`config.mk`:
```
export PLATFORM = sky130hd
export DESIGN_NAME = cdce_bringup_sequencer
export DESIGN_NICKNAME = d
export VERILOG_FILES = /design/src/rtl/cdce_bringup_sequencer.sv
export SDC_FILE = /design/constraint.sdc
export NUM_CORES = 1
export LEC_CHECK = 0
export ABC_AREA = 1
export BUFFER_PORTS_ARGS = -buffer_cell sky130_fd_sc_hd__buf_2
export CAP_MARGIN = 20
export CORE_ASPECT_RATIO = 0.75
export CORE_MARGIN = 1
export CORE_UTILIZATION = 30
export CTS_CLUSTER_DIAMETER = 200
export DETAILED_ROUTE_END_ITERATION = 16
export GPL_ROUTABILITY_DRIVEN = 1
export PLACE_DENSITY = 0.42
export SLEW_MARGIN = 20
export SYNTH_ARGS = -nofsm -noshare
export SYNTH_HDL_FRONTEND = slang
export SYNTH_SLANG_ARGS = --single-unit
```
`constraint.sdc`:
```
create_clock -name clk -period 4.1 [get_ports clk]
set_input_delay 0.615 -clock clk [delete_from_list [all_inputs] [get_ports clk]]
set_output_delay 0.615 -clock clk [all_outputs]
set_load 0.01 [all_outputs]
```
`src/rtl/cdce_bringup_sequencer.sv`:
```
// cdce_bringup_sequencer
//   Power-on sequencer for a CDCE62005 clock synthesiser. It waits a power-up
//   delay and then enables the SPI configuration engine. It waits for the
//   engine's active-low finish flag and then qualifies the PLL lock pin.
//   After lock is qualified it releases the ADC reset. Configuration timeout,
//   lock timeout and loss of lock trigger a bounded number of retries. When
//   the retries are used up the sequencer parks in FAIL.
//
// Ports
//   clk        system clock, shared with the configuration engine
//   rst        asynchronous active-high reset
//   restart    single-cycle pulse, restarts the sequence from PWRUP
//   cfg_en     drives the configuration engine enable (CFG, LOCKWAIT, RUN)
//   cfg_done_n engine finish flag, low = configuration complete
//   pll_lock   CDCE PLL_LOCK pin, asynchronous to clk
//   clk_ready  high in RUN
//   adc_rst    active-high ADC reset
//   lock_lost  sticky, set when lock is lost in RUN
//   fail       high in FAIL
//   retry_cnt  retries performed since rst or restart
//   state      current FSM state, for debug
//
// Handshake: there is no valid/ready channel. restart is a one-cycle
// request that is sampled on every edge. cfg_done_n is a level that the
// engine holds low until cfg_en drops.
module cdce_bringup_sequencer #(
  parameter int PWRUP_CYCLES  = 1000,
  parameter int CFG_TIMEOUT   = 1048576,
  parameter int LOCK_STABLE   = 4096,
  parameter int LOCK_TIMEOUT  = 1048576,
  parameter int LOSS_FILTER   = 16,
  parameter int ADC_RST_DELAY = 256,
  parameter int RETRY_GAP     = 64,
  parameter int MAX_RETRY     = 3,
  parameter int CNT_W         = 21
) (
  input  logic       clk,
  input  logic       rst,
  input  logic       restart,
  output logic       cfg_en,
  input  logic       cfg_done_n,
  input  logic       pll_lock,
  output logic       clk_ready,
  output logic       adc_rst,
  output logic       lock_lost,
  output logic       fail,
  output logic [3:0] retry_cnt,
  output logic [2:0] state
);

  typedef enum logic [2:0] {
    S_PWRUP    = 3'd0,
    S_CFG      = 3'd1,
    S_LOCKWAIT = 3'd2,
    S_RUN      = 3'd3,
    S_RETRY    = 3'd4,
    S_FAIL     = 3'd5
  } state_t;

  localparam logic [CNT_W-1:0] PWRUP_LAST  = CNT_W'(PWRUP_CYCLES - 1);
  localparam logic [CNT_W-1:0] CFG_LAST    = CNT_W'(CFG_TIMEOUT - 1);
  localparam logic [CNT_W-1:0] STABLE_LAST = CNT_W'(LOCK_STABLE - 1);
  localparam logic [CNT_W-1:0] LOCK_LAST   = CNT_W'(LOCK_TIMEOUT - 1);
  localparam logic [CNT_W-1:0] LOSS_LAST   = CNT_W'(LOSS_FILTER - 1);
  localparam logic [CNT_W-1:0] ADC_LAST    = CNT_W'(ADC_RST_DELAY - 1);
  localparam logic [CNT_W-1:0] ADC_SAT     = CNT_W'(ADC_RST_DELAY);
  localparam logic [CNT_W-1:0] GAP_LAST    = CNT_W'(RETRY_GAP - 1);
  localparam logic [3:0]       RETRY_MAX   = 4'(MAX_RETRY);

  state_t           st, nxt;
  logic [CNT_W-1:0] timer, stable_cnt, loss_cnt;
  logic             lock_s1, lock_s, done_s1, done_n_s;
  logic             trans;

  assign state = st;

  // Two-flop synchronisers. The done flag resets to its idle (high) level.
  always_ff @(posedge clk or posedge rst) begin
    if (rst) begin
      lock_s1  <= 1'b0;
      lock_s   <= 1'b0;
      done_s1  <= 1'b1;
      done_n_s <= 1'b1;
    end else begin
      lock_s1  <= pll_lock;
      lock_s   <= lock_s1;
      done_s1  <= cfg_done_n;
      done_n_s <= done_s1;
    end
  end

  // Next-state decode. restart overrides every per-state transition.
  always_comb begin
    nxt = st;
    if (restart) begin
      nxt = S_PWRUP;
    end else begin
      case (st)
        S_PWRUP:    if (timer == PWRUP_LAST) nxt = S_CFG;
        S_CFG:      if (!done_n_s) nxt = S_LOCKWAIT;
                    else if (timer == CFG_LAST) nxt = S_RETRY;
        S_LOCKWAIT: if (lock_s && stable_cnt == STABLE_LAST) nxt = S_RUN;
                    else if (timer == LOCK_LAST) nxt = S_RETRY;
        S_RUN:      if (!lock_s && loss_cnt == LOSS_LAST) nxt = S_RETRY;
        // The retry budget is checked on the first RETRY cycle (timer == 0).
        S_RETRY:    if (timer == '0 && retry_cnt == RETRY_MAX) nxt = S_FAIL;
                    else if (timer == GAP_LAST) nxt = S_CFG;
        S_FAIL:     nxt = S_FAIL;
        default:    nxt = S_PWRUP;
      endcase
    end
  end

  // A restart from PWRUP also counts as a transition, so the delay restarts.
  assign trans = restart || (nxt != st);

  always_ff @(posedge clk or posedge rst) begin
    if (rst) begin
      st         <= S_PWRUP;
      timer      <= '0;
      stable_cnt <= '0;
      loss_cnt   <= '0;
      retry_cnt  <= 4'd0;
      lock_lost  <= 1'b0;
      cfg_en     <= 1'b0;
      clk_ready  <= 1'b0;
      adc_rst    <= 1'b1;
      fail       <= 1'b0;
    end else begin
      st <= nxt;

      // In RUN the timer saturates, so adc_rst stays released.
      if (trans)
        timer <= '0;
      else if (st != S_RUN || timer != ADC_SAT)
        timer <= timer + 1'b1;

      if (st != S_LOCKWAIT || trans || !lock_s)
        stable_cnt <= '0;
      else if (stable_cnt != '1)
        stable_cnt <= stable_cnt + 1'b1;

      if (st != S_RUN || trans || lock_s)
        loss_cnt <= '0;
      else if (loss_cnt != '1)
        loss_cnt <= loss_cnt + 1'b1;

      if (restart)
        retry_cnt <= 4'd0;
      else if (st == S_RETRY && timer == '0 && retry_cnt != RETRY_MAX)
        retry_cnt <= retry_cnt + 4'd1;

      if (restart)
        lock_lost <= 1'b0;
      else if (st == S_RUN && nxt == S_RETRY)
        lock_lost <= 1'b1;

      // Outputs are decoded from the next state, so they align with state.
      // cfg_en stays high through RUN so the engine keeps its finish flag low.
      cfg_en    <= (nxt == S_CFG) || (nxt == S_LOCKWAIT) || (nxt == S_RUN);
      clk_ready <= (nxt == S_RUN);
      fail      <= (nxt == S_FAIL);
      adc_rst   <= !((st == S_RUN) && (nxt == S_RUN) && (timer >= ADC_LAST));
    end
  end

endmodule

```
==> key figures, run 1 <==
Run status
  • Status: finished, final reports clean

Clock network
  • CTS Sinks: 79
  • Cts bufs inserted: 9
  • Post_cts resized: 0
  • CTS tree: done
  • Max clock buf depth: 2
  • CTS Root Cell: clkbuf_16
  • Postcts setup bufs: 0
  • Clk slew on worst S/H paths: 0.06 ns
  • Latest clock arrival within the worst-skew pair: 0.35 ns
  • H-tree depth: 3
  • Post-CTS Hold Fix Bufs: 0

Timing
  • Slew Limit Headroom: 53.9%
  • Final clock skew: 0.0111 ns
  • Setup TNS: 0 ns
  • Hold Fails Final Rpt: 0
  • Peak Freq: 0.369 GHz
  • Final Critical Period: 2.71 ns
  • Final setup viols: 0
  • Max-slew violations: 0
  • Fin crit share: 66.0%
  • RSZ-0062 raised after global routing: no
  • Worst-margin pin slew: 0.691 ns

Global routing
  • Antenna violations before repair: 0
  • First-pass GRT wire length: 17.9 mm
  • Vias in the first global route: 3,474
  • Largest net degree at the start of global routing: 56
  • Overflow after GRT: 0
  • Tot GR Track Use: 14.5%

Setup path
  • Reg-to-reg endpoint: stable_cnt[17]$_DFFE_PP0P_
  • R2R setup slack: 1.39 ns
  • Critical Path Start Type: register
  • Kind of critical path: register to register
  • Crit path max fanout: 21
  • Reg2Reg Depth: 13
  • Crit path arrival time: 2.97 ns
  • CP endpoint kind: register
  • Critical Path RT: 4.36 ns
  • RR Startpoint: timer[0]$_DFFE_PP0P_

Run
  • Maxcap violations: 0

Floorplanning
  • Starting Density: 31.4%
  • # rows: 38
  • DIE WIDTH: 146 µm
  • Total die area: 16,000 µm²
  • Num ports: 17
  • Die height: 110 µm
  • Core Area: 14,800 µm²

Synthesis
  • Syn nets: 580
  • Netlist Area Pre-Place: 4640 µm²
  • Cells after Synth: 570
  • Top_reg_cell synth: dfrtp_1
  • Area leader, netlist: dfrtp_1
  • YS warnings: 0
  • Seq/Total Area, Yosys: 42.7%
  • Post-synth ARST share: 100%
  • Number of synthesized flops with an enable pin: 0
  • Count of state elements after synthesis: 79
  • Top post-synthesis cells by area: dfrtp_1 41%, nand2_1 8.0%, nor2_1 7.7%, nor2_4 5.3%, inv_1 5.0%
  • Top cell type's share of synthesized area: 41.0%
  • Syn_area_per_cell: 8.14 µm²
  • Count of cell types in the netlist: 41

Pwr
  • Leak: 2.23 nW
  • Overall power: 1.66 mW
  • Peak supply drop: 0.169 mV
  • PD cells: 319 nW/µm²

Route
  • Detailed Routing Iterations Pass 1: 4
  • Residual DRC: 0
  • WL per Instance: 13.1 µm
  • Drt via density: 4.59
  • Remaining antenna violation count after routing: 0
  • Drt first-iter violations: 355
  • Routed WL: 10.4 mm
  • Via count: 3,659

Layout
  • Fin nets: 602
  • Area Growth Syn to Fin: 12.5%
  • Ant. Diodes: 0
  • Share of post-route cells with drive strength above 1: 16.8%
  • Final instance area: 5220 µm²

Worst hold path
  • Hold EP: done_n_s$_DFF_PP1_
  • WHS Path Cells: 0
  • Path type of the worst min-delay path: register to register
  • Hold Crit Start: done_s1$_DFF_PP1_

Placed design
  • DP HPWL: 7.81 mm
  • Placed Area: 4900 µm²
  • RePlAce Congestion: 0.803
  • Port Buffers: 16
==> sequential cells by signal, indices dropped and copies added, names as in the netlist <==
signal / cells
loss_cnt: 21
stable_cnt: 21
timer: 21
retry_cnt: 4
state: 3
adc_rst: 1
cfg_en: 1
clk_ready: 1
done_n_s: 1
done_s1: 1
fail: 1
lock_lost: 1
lock_s: 1
lock_s1: 1
==> worst max-delay path by stage <==
stage,startpoint,to,slack (ns),cells after the start
3_3_place_gp,state[1]$_DFF_PP0_,stable_cnt[17]$_DFFE_PP0P_,1.46,12
3_5_place_dp,timer[0]$_DFFE_PP0P_,stable_cnt[17]$_DFFE_PP0P_,1.37,13
2_1_floorplan,rst,cfg_en$_DFF_PP0_,1.47,1
6_report,timer[0]$_DFFE_PP0P_,stable_cnt[17]$_DFFE_PP0P_,1.39,13
4_1_cts,timer[0]$_DFFE_PP0P_,stable_cnt[17]$_DFFE_PP0P_,1.37,13
5_1_grt,timer[0]$_DFFE_PP0P_,stable_cnt[17]$_DFFE_PP0P_,1.11,13
==> through the flow <==
step | util [%] | cells | setup slack (ns) | hold WS (ns)
after CTS | 35.3 | 797 | 1.37 | 0.355
after global placement | 33.2 | 781 | 1.46 | 0.347
final | 35.3 | 797 | 1.39 | 0.356
after detailed placement | 33.2 | 781 | 1.37 | 0.349
after floorplan | - | 570 | 1.47 | 0.331
after global routing | 35.3 | 797 | 1.11 | 0.360
==> Yosys cell counts, types with 2 or more instances <==
library cell,instances
nand2_1,99
nor2_1,95
dfrtp_1,76
inv_1,62
nand3_1,38
nor3_1,31
xor2_1,23
nor2_4,22
nand4_1,18
a21oi_1,13
nand2_2,13
o21ai_0,12
nor2_2,7
ha_1,5
nand2_4,5
nor4_1,5
xnor2_1,5
a21oi_2,4
a31oi_1,3
dfstp_2,3
nor3b_1,3
buf_12,2
buf_2,2
buf_6,2
inv_2,2
nand3_2,2
nor3_2,2
o22ai_1,2
or2_2,2
==> final cells by class <==
class	count	area [µm²]
clock buffers	12	256
fillers	1585	9570
well taps	200	250
inverters	64	243
flip-flops and latches	79	1980
clock inverters	4	53.8
multi-input cells	421	2340
repair buffers	17	87.6
==> worst max-delay path: stages (launching register included) <==
cell and delay (ns):
dfrtp_1 0.42, ha_1 0.23, nand3_2 0.13, inv_2 0.09
nand2_2 0.09, nor2_4 0.19, a21oi_1 0.09, nor2_1 0.14
nand3_2 0.14, nand2_2 0.11, nand2_1 0.07, nand2_2 0.16
nand3_4 0.51, nor2_1 0.25
==> routing by layer <==
layer,track usage [%],vias to the layer above,wire (µm)
met4,5.19,0,148
met1,22.7,1684,6010
li1,-,1891,-
met2,18.6,73,3840
met5,0,-,0
met3,3.61,11,446
==> cell usage in the layout, fill, tap and decap left out, drive strengths merged, types with 2 or more instances in the layout <==
cell	Yosys	layout
a21oi	17	17
nor3	33	33
dfrtp	76	76
xor2	23	23
nor2	125	125
nand4	18	18
inv	64	64
clkbuf	0	12
o22ai	2	2
buf	6	17
a31oi	3	3
nand3	41	41
nor4	6	6
clkinvlp	0	2
or2	2	2
xnor2	5	5
nor3b	3	3
o21ai	12	12
ha	5	5
dfstp	3	3
nand2	117	117
==> cells by family after synthesis <==
logic type      count (synthesis)  share of synthesized area (%)
fa+ha+maj                       5                           1.35
compound gates                 39                           5.07
xor+xnor                       28                           5.29
simple gates                  349                           38.8
flops                          79                           42.7
buf+inv                        70                           6.74
==> report_power, final <==
group / total [mW] / leakage, nW / switching, mW / internal (mW)
Sequential: 0.790 / 1.09 / 0.00483 / 0.785
Clock: 0.829 / 0.145 / 0.323 / 0.506
Combinational: 0.0435 / 1.00 / 0.0338 / 0.00970
Total: 1.66 / 2.23 / 0.361 / 1.30
Power figures use the tool's default switching activity.
==> run 2: changes to the inputs <==
==> constraint.sdc (replaced) <==
create_clock -name clk -period 2.5 [get_ports clk]
set_input_delay 0.375 -clock clk [delete_from_list [all_inputs] [get_ports clk]]
set_output_delay 0.375 -clock clk [all_outputs]
set_load 0.01 [all_outputs]
==> run 2 against run 1 <==
Against the previous run:
- utilization increased by 1.3 points
- final area rose by 3.7%
- critical path depth increased by 1
- via count grew 2.2%
- sequential share of layout area down 1.3 points
- clock power is 63% higher
- register-to-register slack worse by 1.2 ns
- clock-buffer cell count down 3
- sequential power increased by 63%
- first-iteration DRC count fell by 35%
- largest cell class unchanged
- largest power group unchanged
- highest routed layer unchanged
==> key figures, run 2 (synthesis results as in run 1) <==
Floorplanning
  • Core Area: 14,800 µm² (unchanged)
  • Num ports: 17 (unchanged)
  • # rows: 38 (unchanged)
  • Die height: 110 µm (unchanged)
  • Total die area: 16,000 µm² (unchanged)
  • Starting Density: 31.4% (unchanged)
  • DIE WIDTH: 146 µm (unchanged)

Timing
  • Final setup viols: 0 (unchanged)
  • Worst-margin pin slew: 0.598 ns (was 0.691 ns)
  • Peak Freq: 0.435 GHz (was 0.369 GHz)
  • Fin crit share: 91.9% (was 66.0%)
  • Setup TNS: 0 ns (unchanged)
  • RSZ-0062 raised after global routing: no (unchanged)
  • WHS: 0.0712 ns (was 0.356 ns)
  • Final Critical Period: 2.30 ns (was 2.71 ns)
  • Hold Fails Final Rpt: 0 (unchanged)
  • Slew Limit Headroom: 60.1% (was 53.9%)
  • Final clock skew: 0.0103 ns (was 0.0111 ns)
  • Max-slew violations: 0 (unchanged)

Clock network
  • H-tree depth: 3 (unchanged)
  • Cts bufs inserted: 9 (unchanged)
  • Max clock buf depth: 2 (unchanged)
  • Clk slew on worst S/H paths: 0.07 ns (was 0.06 ns)
  • CTS Root Cell: clkbuf_16 (unchanged)
  • CTS tree: done (unchanged)
  • Latest clock arrival within the worst-skew pair: 0.35 ns (about the same)
  • CTS Sinks: 79 (unchanged)

Layout
  • Fin nets: 621 (was 602)
  • Area Growth Syn to Fin: 16.6% (was 12.5%)
  • Final Core Density: 36.6% (was 35.3%)
  • Most frequent cells in the layout: 99 x nand2_1, 95 x nor2_1, 76 x dfrtp_1 (unchanged)
  • Commonest non-fill, non-tap cell in the layout: nand2_1 (unchanged)
  • Ant. Diodes: 0 (unchanged)
  • Share of post-route cells with drive strength above 1: 19.6% (was 16.8%)
  • Top Registers: loss_cnt (21), stable_cnt (21), timer (21) (unchanged)

Setup path
  • Critical Path Start Type: register (unchanged)
  • Worst path bufs/invs: 2 (was 1)
  • Crit path arrival time: 2.58 ns (was 2.97 ns)
  • Crit path max fanout: 9 (was 21)
  • Kind of critical path: register to register (unchanged)
  • Critical path's top delay family: simple AND/OR/NAND/NOR gates (unchanged)
  • Worst path cell trace: ha_1, nand3_2, inv_2, nand2_2, nor2_4, a21oi_1, nor2_1, nand3_2, nand2_2, nand2_1, nand2_2, nand3_4, buf_12, nor2_4 (was ha_1, nand3_2, inv_2, nand2_2, nor2_4, a21oi_1, nor2_1, nand3_2, nand2_2, nand2_1, nand2_2, nand3_4, nor2_1)
  • Critical path's slowest cell: dfrtp_1 (was nand3_4)
  • Critical Path RT: 2.78 ns (was 4.36 ns)
  • CP endpoint kind: register (unchanged)
  • Most frequent CP cell: nand2_2 (unchanged)
  • Slowest stage delay, CP: 0.36 ns (was 0.51 ns)

Route
  • Residual DRC: 0 (unchanged)
  • Drt first-iter violations: 230 (was 355)
  • Via count: 3,739 (was 3,659)
  • WL per Instance: 13.3 µm (was 13.1 µm)
  • Routed WL: 10.9 mm (was 10.4 mm)
  • Remaining antenna violation count after routing: 0 (unchanged)
  • Detailed Routing Iterations Pass 1: 4 (unchanged)
  • Drt via density: 4.58 (was 4.59)

Global routing
  • Vias in the first global route: 3,642 (was 3,474)
  • Tot GR Track Use: 15.4% (was 14.5%)
  • Overflow after GRT: 0 (unchanged)
  • Antenna violations before repair: 0 (unchanged)
  • Largest net degree at the start of global routing: 34 (was 56)
  • First-pass GRT wire length: 18.8 mm (was 17.9 mm)

Run
  • Maxcap violations: 0 (unchanged)

Worst hold path
  • Path type of the worst min-delay path: input port to async pin (was register to register)

Placed design
  • Port Buffers: 16 (unchanged)
  • DP HPWL: 8.44 mm (was 7.81 mm)
  • RePlAce Congestion: 0.810 (was 0.803)

Pwr
  • Sw frac: 23.2% (was 21.7%)
  • PD cells: 504 nW/µm² (was 319 nW/µm²)
  • Leak: 2.34 nW (was 2.23 nW)
  • Peak supply drop: 0.332 mV (was 0.169 mV)
  • NetSw: 0.631 mW (was 0.361 mW)
  • Internal power: 2.10 mW (was 1.30 mW)
  • Comb pwr share: 3.3% (was 2.6%)
  • Clock share of power: 49.4% (was 49.9%)
  • Seq pwr share: 47.4% (was 47.5%)

Run status
  • Status: finished, final reports clean (unchanged)
-- run 2: cell type report --
cell class | count | area, µm²
tap | 200 | 250
sequential | 79 | 1980
multi-input combinational | 421 | 2360
timing repair buffer | 36 | 268
clock buffer | 9 | 225
fill | 1559 | 9380
inverter | 64 | 241
clock inverter | 7 | 78.8
-- run 2: timing repair --
action / 4_1_cts / 5_1_grt
setup endpoints to repair: 0 / 31
buffers inserted: 0 / 2
hold buffers: 0 / 0
gates resized for setup: 0 / 3
-- run 2: per-layer routing --
layer | vias up | GRT usage [%] | routed length [µm]
met2 | 65 | 20.7 | 4070
met5 | - | 0 | 0
met1 | 1739 | 23.4 | 6150
met3 | 9 | 3.78 | 506
met4 | 0 | 5.11 | 135
li1 | 1926 | - | -
-- run 2: worst paths after layout --
path | startpoint | cells past startpoint | end | slack (ns)
setup reg to reg | timer[1]$_DFFE_PP0P_ | 14 | stable_cnt[8]$_DFFE_PP0P_ | 0.20
min in group clk | cfg_done_n | 1 | done_s1$_DFF_PP1_ | 0.13
max in group asynchronous | rst | 3 | loss_cnt[6]$_DFFE_PP0P_ | 1.74
hold / removal | rst | 2 | stable_cnt[3]$_DFFE_PP0P_ | 0.07
setup / recovery | timer[1]$_DFFE_PP0P_ | 14 | stable_cnt[8]$_DFFE_PP0P_ | 0.20
hold reg to reg | lock_s1$_DFF_PP0_ | 0 | lock_s$_DFF_PP0_ | 0.34
-- run 2: worst reg2reg max path: cells and delay by family, from the launching register on --
kind / cells / cell delay (ns)
simple gates: 10 / 1.28
flops: 1 / 0.36
buf+inv: 2 / 0.30
fa+ha+maj: 1 / 0.21
compound gates: 1 / 0.09
-- run 2: power by group through the flow --
stage,clock (mW),combinational [mW],sequential [mW]
2_1_floorplan,0,0.0513,1.32
3_3_place_gp,0,0.0911,1.32
3_5_place_dp,0,0.0919,1.32
4_1_cts,1.41,0.0920,1.29
5_1_grt,1.46,0.104,1.29
6_report,1.35,0.0888,1.29
-- run 2: metrics by stage --
stage	power (mW)	cells	area, µm²	setup slack, ns
floorplan	1.37	570	4640	0.107
global placement	1.41	798	5060	0.122
detailed placement	1.41	798	5060	0.0808
CTS	2.79	814	5360	0.0502
global route	2.86	816	5410	0.00753
finish	2.73	816	5410	0.203
==> run 3: changes to the inputs <==
--- a/config.mk
+++ b/config.mk
@@ -10,11 +10,11 @@
 export CAP_MARGIN = 20
 export CORE_ASPECT_RATIO = 0.75
 export CORE_MARGIN = 1
-export CORE_UTILIZATION = 30
+export CORE_UTILIZATION = 55
 export CTS_CLUSTER_DIAMETER = 200
 export DETAILED_ROUTE_END_ITERATION = 16
 export GPL_ROUTABILITY_DRIVEN = 1
-export PLACE_DENSITY = 0.42
+export PLACE_DENSITY = 0.69
 export SLEW_MARGIN = 20
 export SYNTH_ARGS = -nofsm -noshare
 export SYNTH_HDL_FRONTEND = slang
==> run 3 against run 2 <==
Against the previous run:
- critical path depth rose by 2
- critical endpoint is now stable_cnt[10]$_DFFE_PP0P_
- first-iteration DRC count up 7.8%
- wire length decreased by 11%
- largest power group is now registers
- largest cell class unchanged
- cell count decreased by 13%
==> key figures, run 3 (synthesis results as in run 1) <==
Pwr
  • Overall power: 2.34 mW (was 2.73 mW)
  • PD cells: 456 nW/µm² (was 504 nW/µm²)
  • Peak supply drop: 0.295 mV (was 0.332 mV)
  • Leak: 2.26 nW (was 2.34 nW)

Timing
  • Setup TNS: 0 ns (unchanged)
  • Worst-margin pin slew: 0.635 ns (was 0.598 ns)
  • Final setup viols: 0 (unchanged)
  • Final clock skew: 0.00817 ns (was 0.0103 ns)
  • Peak Freq: 0.430 GHz (was 0.435 GHz)
  • Max-slew violations: 0 (unchanged)
  • Fin crit share: 93.0% (was 91.9%)
  • Slew Limit Headroom: 57.6% (was 60.1%)
  • Hold Fails Final Rpt: 0 (unchanged)
  • Slack of the critical path: 0.174 ns (was 0.203 ns)
  • Final Critical Period: 2.33 ns (was 2.30 ns)

Layout
  • Sequential cell area: 1980 µm² (unchanged)
  • Most frequent cells in the layout: 99 x nand2_1, 93 x nor2_1, 76 x dfrtp_1 (was 99 x nand2_1, 95 x nor2_1, 76 x dfrtp_1)
  • Ant. Diodes: 0 (unchanged)
  • Final Core Density: 64.0% (was 36.6%)
  • Share of post-route cells with drive strength above 1: 18.6% (was 19.6%)
  • Fillcell total: 698 (was 1,559)
  • Commonest non-fill, non-tap cell in the layout: nand2_1 (unchanged)
  • Area Growth Syn to Fin: 10.7% (was 16.6%)
  • Final instance area: 5130 µm² (was 5410 µm²)
  • Multi-input logic area: 2370 µm² (was 2360 µm²)
  • Fin nets: 612 (was 621)
  • Top Registers: loss_cnt (21), stable_cnt (21), timer (21) (unchanged)

Floorplanning
  • Total die area: 8810 µm² (was 16,000 µm²)
  • Die height: 81.5 µm (was 110 µm)
  • DIE WIDTH: 108 µm (was 146 µm)
  • Core Area: 8020 µm² (was 14,800 µm²)
  • # rows: 28 (was 38)
  • Starting Density: 57.8% (was 31.4%)
  • Num ports: 17 (unchanged)

Route
  • Residual DRC: 0 (unchanged)
  • WL per Instance: 13.6 µm (was 13.3 µm)
  • Detailed Routing Iterations Pass 1: 4 (unchanged)
  • Remaining antenna violation count after routing: 0 (unchanged)
  • Routed WL: 9.69 mm (was 10.9 mm)
  • Drt via density: 5.24 (was 4.58)
  • Drt first-iter violations: 248 (was 230)
  • Via count: 3,729 (was 3,739)

Global routing
  • Vias in the first global route: 3,371 (was 3,642)
  • Overflow after GRT: 0 (unchanged)
  • Antenna violations before repair: 0 (unchanged)
  • First-pass GRT wire length: 16.2 mm (was 18.8 mm)
  • Tot GR Track Use: 23.8% (was 15.4%)
  • Largest net degree at the start of global routing: 44 (was 34)

Run status
  • Status: finished, final reports clean (unchanged)

Setup path
  • Worst path cell trace: ha_2, nand3_2, inv_2, nand2_2, nor2_4, nand2_4, nand2_1, nand2_1, nand2_1, nand2_2, nand2_2, nand2_2, nor2_8, nand3_4, clkbuf_16, nor2_4 (was ha_1, nand3_2, inv_2, nand2_2, nor2_4, a21oi_1, nor2_1, nand3_2, nand2_2, nand2_1, nand2_2, nand3_4, buf_12, nor2_4)
  • Most frequent CP cell: nand2_2 (unchanged)
  • Crit path max fanout: 10 (was 9)
  • Critical Path RT: 2.80 ns (was 2.78 ns)
  • Critical Path Start Type: register (unchanged)
  • Crit path arrival time: 2.62 ns (was 2.58 ns)
  • CP endpoint kind: register (unchanged)
  • Slowest stage delay, CP: 0.41 ns (was 0.36 ns)
  • Critical path's slowest cell: dfrtp_1 (unchanged)
  • Kind of critical path: register to register (unchanged)

Worst hold path
  • Path type of the worst min-delay path: input port to async pin (unchanged)

Clock network
  • CTS Sinks: 79 (unchanged)
  • Max clock buf depth: 2 (unchanged)
  • Clk slew on worst S/H paths: 0.08 ns (was 0.07 ns)
  • CTS Root Cell: clkbuf_8 (was clkbuf_16)
  • Cts bufs inserted: 9 (unchanged)
  • CTS tree: done (unchanged)
  • Latest clock arrival within the worst-skew pair: 0.36 ns (was 0.35 ns)
  • H-tree depth: 3 (unchanged)

Placed design
  • DP HPWL: 7.15 mm (was 8.44 mm)
  • Port Buffers: 16 (unchanged)
  • RePlAce Congestion: 0.904 (was 0.810)
  • Placed Area: 4860 µm² (was 5060 µm²)
  • Post-Place Setup Slack: 0.0715 ns (was 0.0808 ns)

Run
  • Maxcap violations: 0 (unchanged)
## run 3: changes by cell type in the layout (fill, tap and decap cells not counted), moves of 2 or more
cell | before | now
clkbuf_16 | 9 | 1
buf_4 | 17 | 8
buf_12 | 3 | 1
nand2_4 | 5 | 7
clkbuf_8 | 0 | 10
nor2_1 | 95 | 93
## run 3: power by group
part	switching [mW]	internal, mW
registers	0.00693	1.29
clock network	0.481	0.489
logic	0.0562	0.0237
total	0.544	1.80
## run 3: repair_timing
item	4_1_cts	5_1_grt
hold buffers	0	0
setup endpoints to repair	0	59
setup buffers	0	2
resized for setup	0	9
## run 3: worst max-delay path: cells and delay by family (launching register included)
kind	cells	cell delay (ns)
AND/OR/NAND/NOR	13	1.29
buffers and inverters	2	0.34
flip-flops	1	0.41
adder cells (fa/ha/maj)	1	0.22
## run 3: final timing paths
path	slack, ns	depth (start not counted)	end	from
worst max-delay path	0.17	16	stable_cnt[10]$_DFFE_PP0P_	timer[1]$_DFFE_PP0P_
worst min-delay path	0.07	2	stable_cnt[13]$_DFFE_PP0P_	rst
worst max register to register	0.17	16	stable_cnt[10]$_DFFE_PP0P_	timer[1]$_DFFE_PP0P_
worst min register to register	0.36	0	done_n_s$_DFF_PP1_	done_s1$_DFF_PP1_
max in group asynchronous	1.74	3	adc_rst$_DFF_PP1_	rst
min in group clk	0.11	1	done_s1$_DFF_PP1_	cfg_done_n
## run 3: layer usage
layer | wire, µm | GRT usage (%)
met1 | 5300 | 38.3
met2 | 3820 | 31.3
met3 | 463 | 5.00
met4 | 101 | 6.30
met5 | 0 | 0
## run 3: final cells by class
| type | count | area share, % |
|---|---|---|
| multi-input cells | 421 | 46.2 |
| flip-flops and latches | 79 | 38.6 |
| inverters | 64 | 4.70 |
| repair buffers | 27 | 4.14 |
| clock buffers | 11 | 2.75 |
| well taps | 105 | 2.56 |
| clock inverters | 4 | 1.07 |
## run 3: stage by stage
step / hold WS, ns / cells
floorplan: 0.331 / 570
global route: 0.0948 / 711
CTS: 0.0894 / 708
detailed placement: 0.340 / 693
global placement: 0.336 / 693
finish: 0.0749 / 711
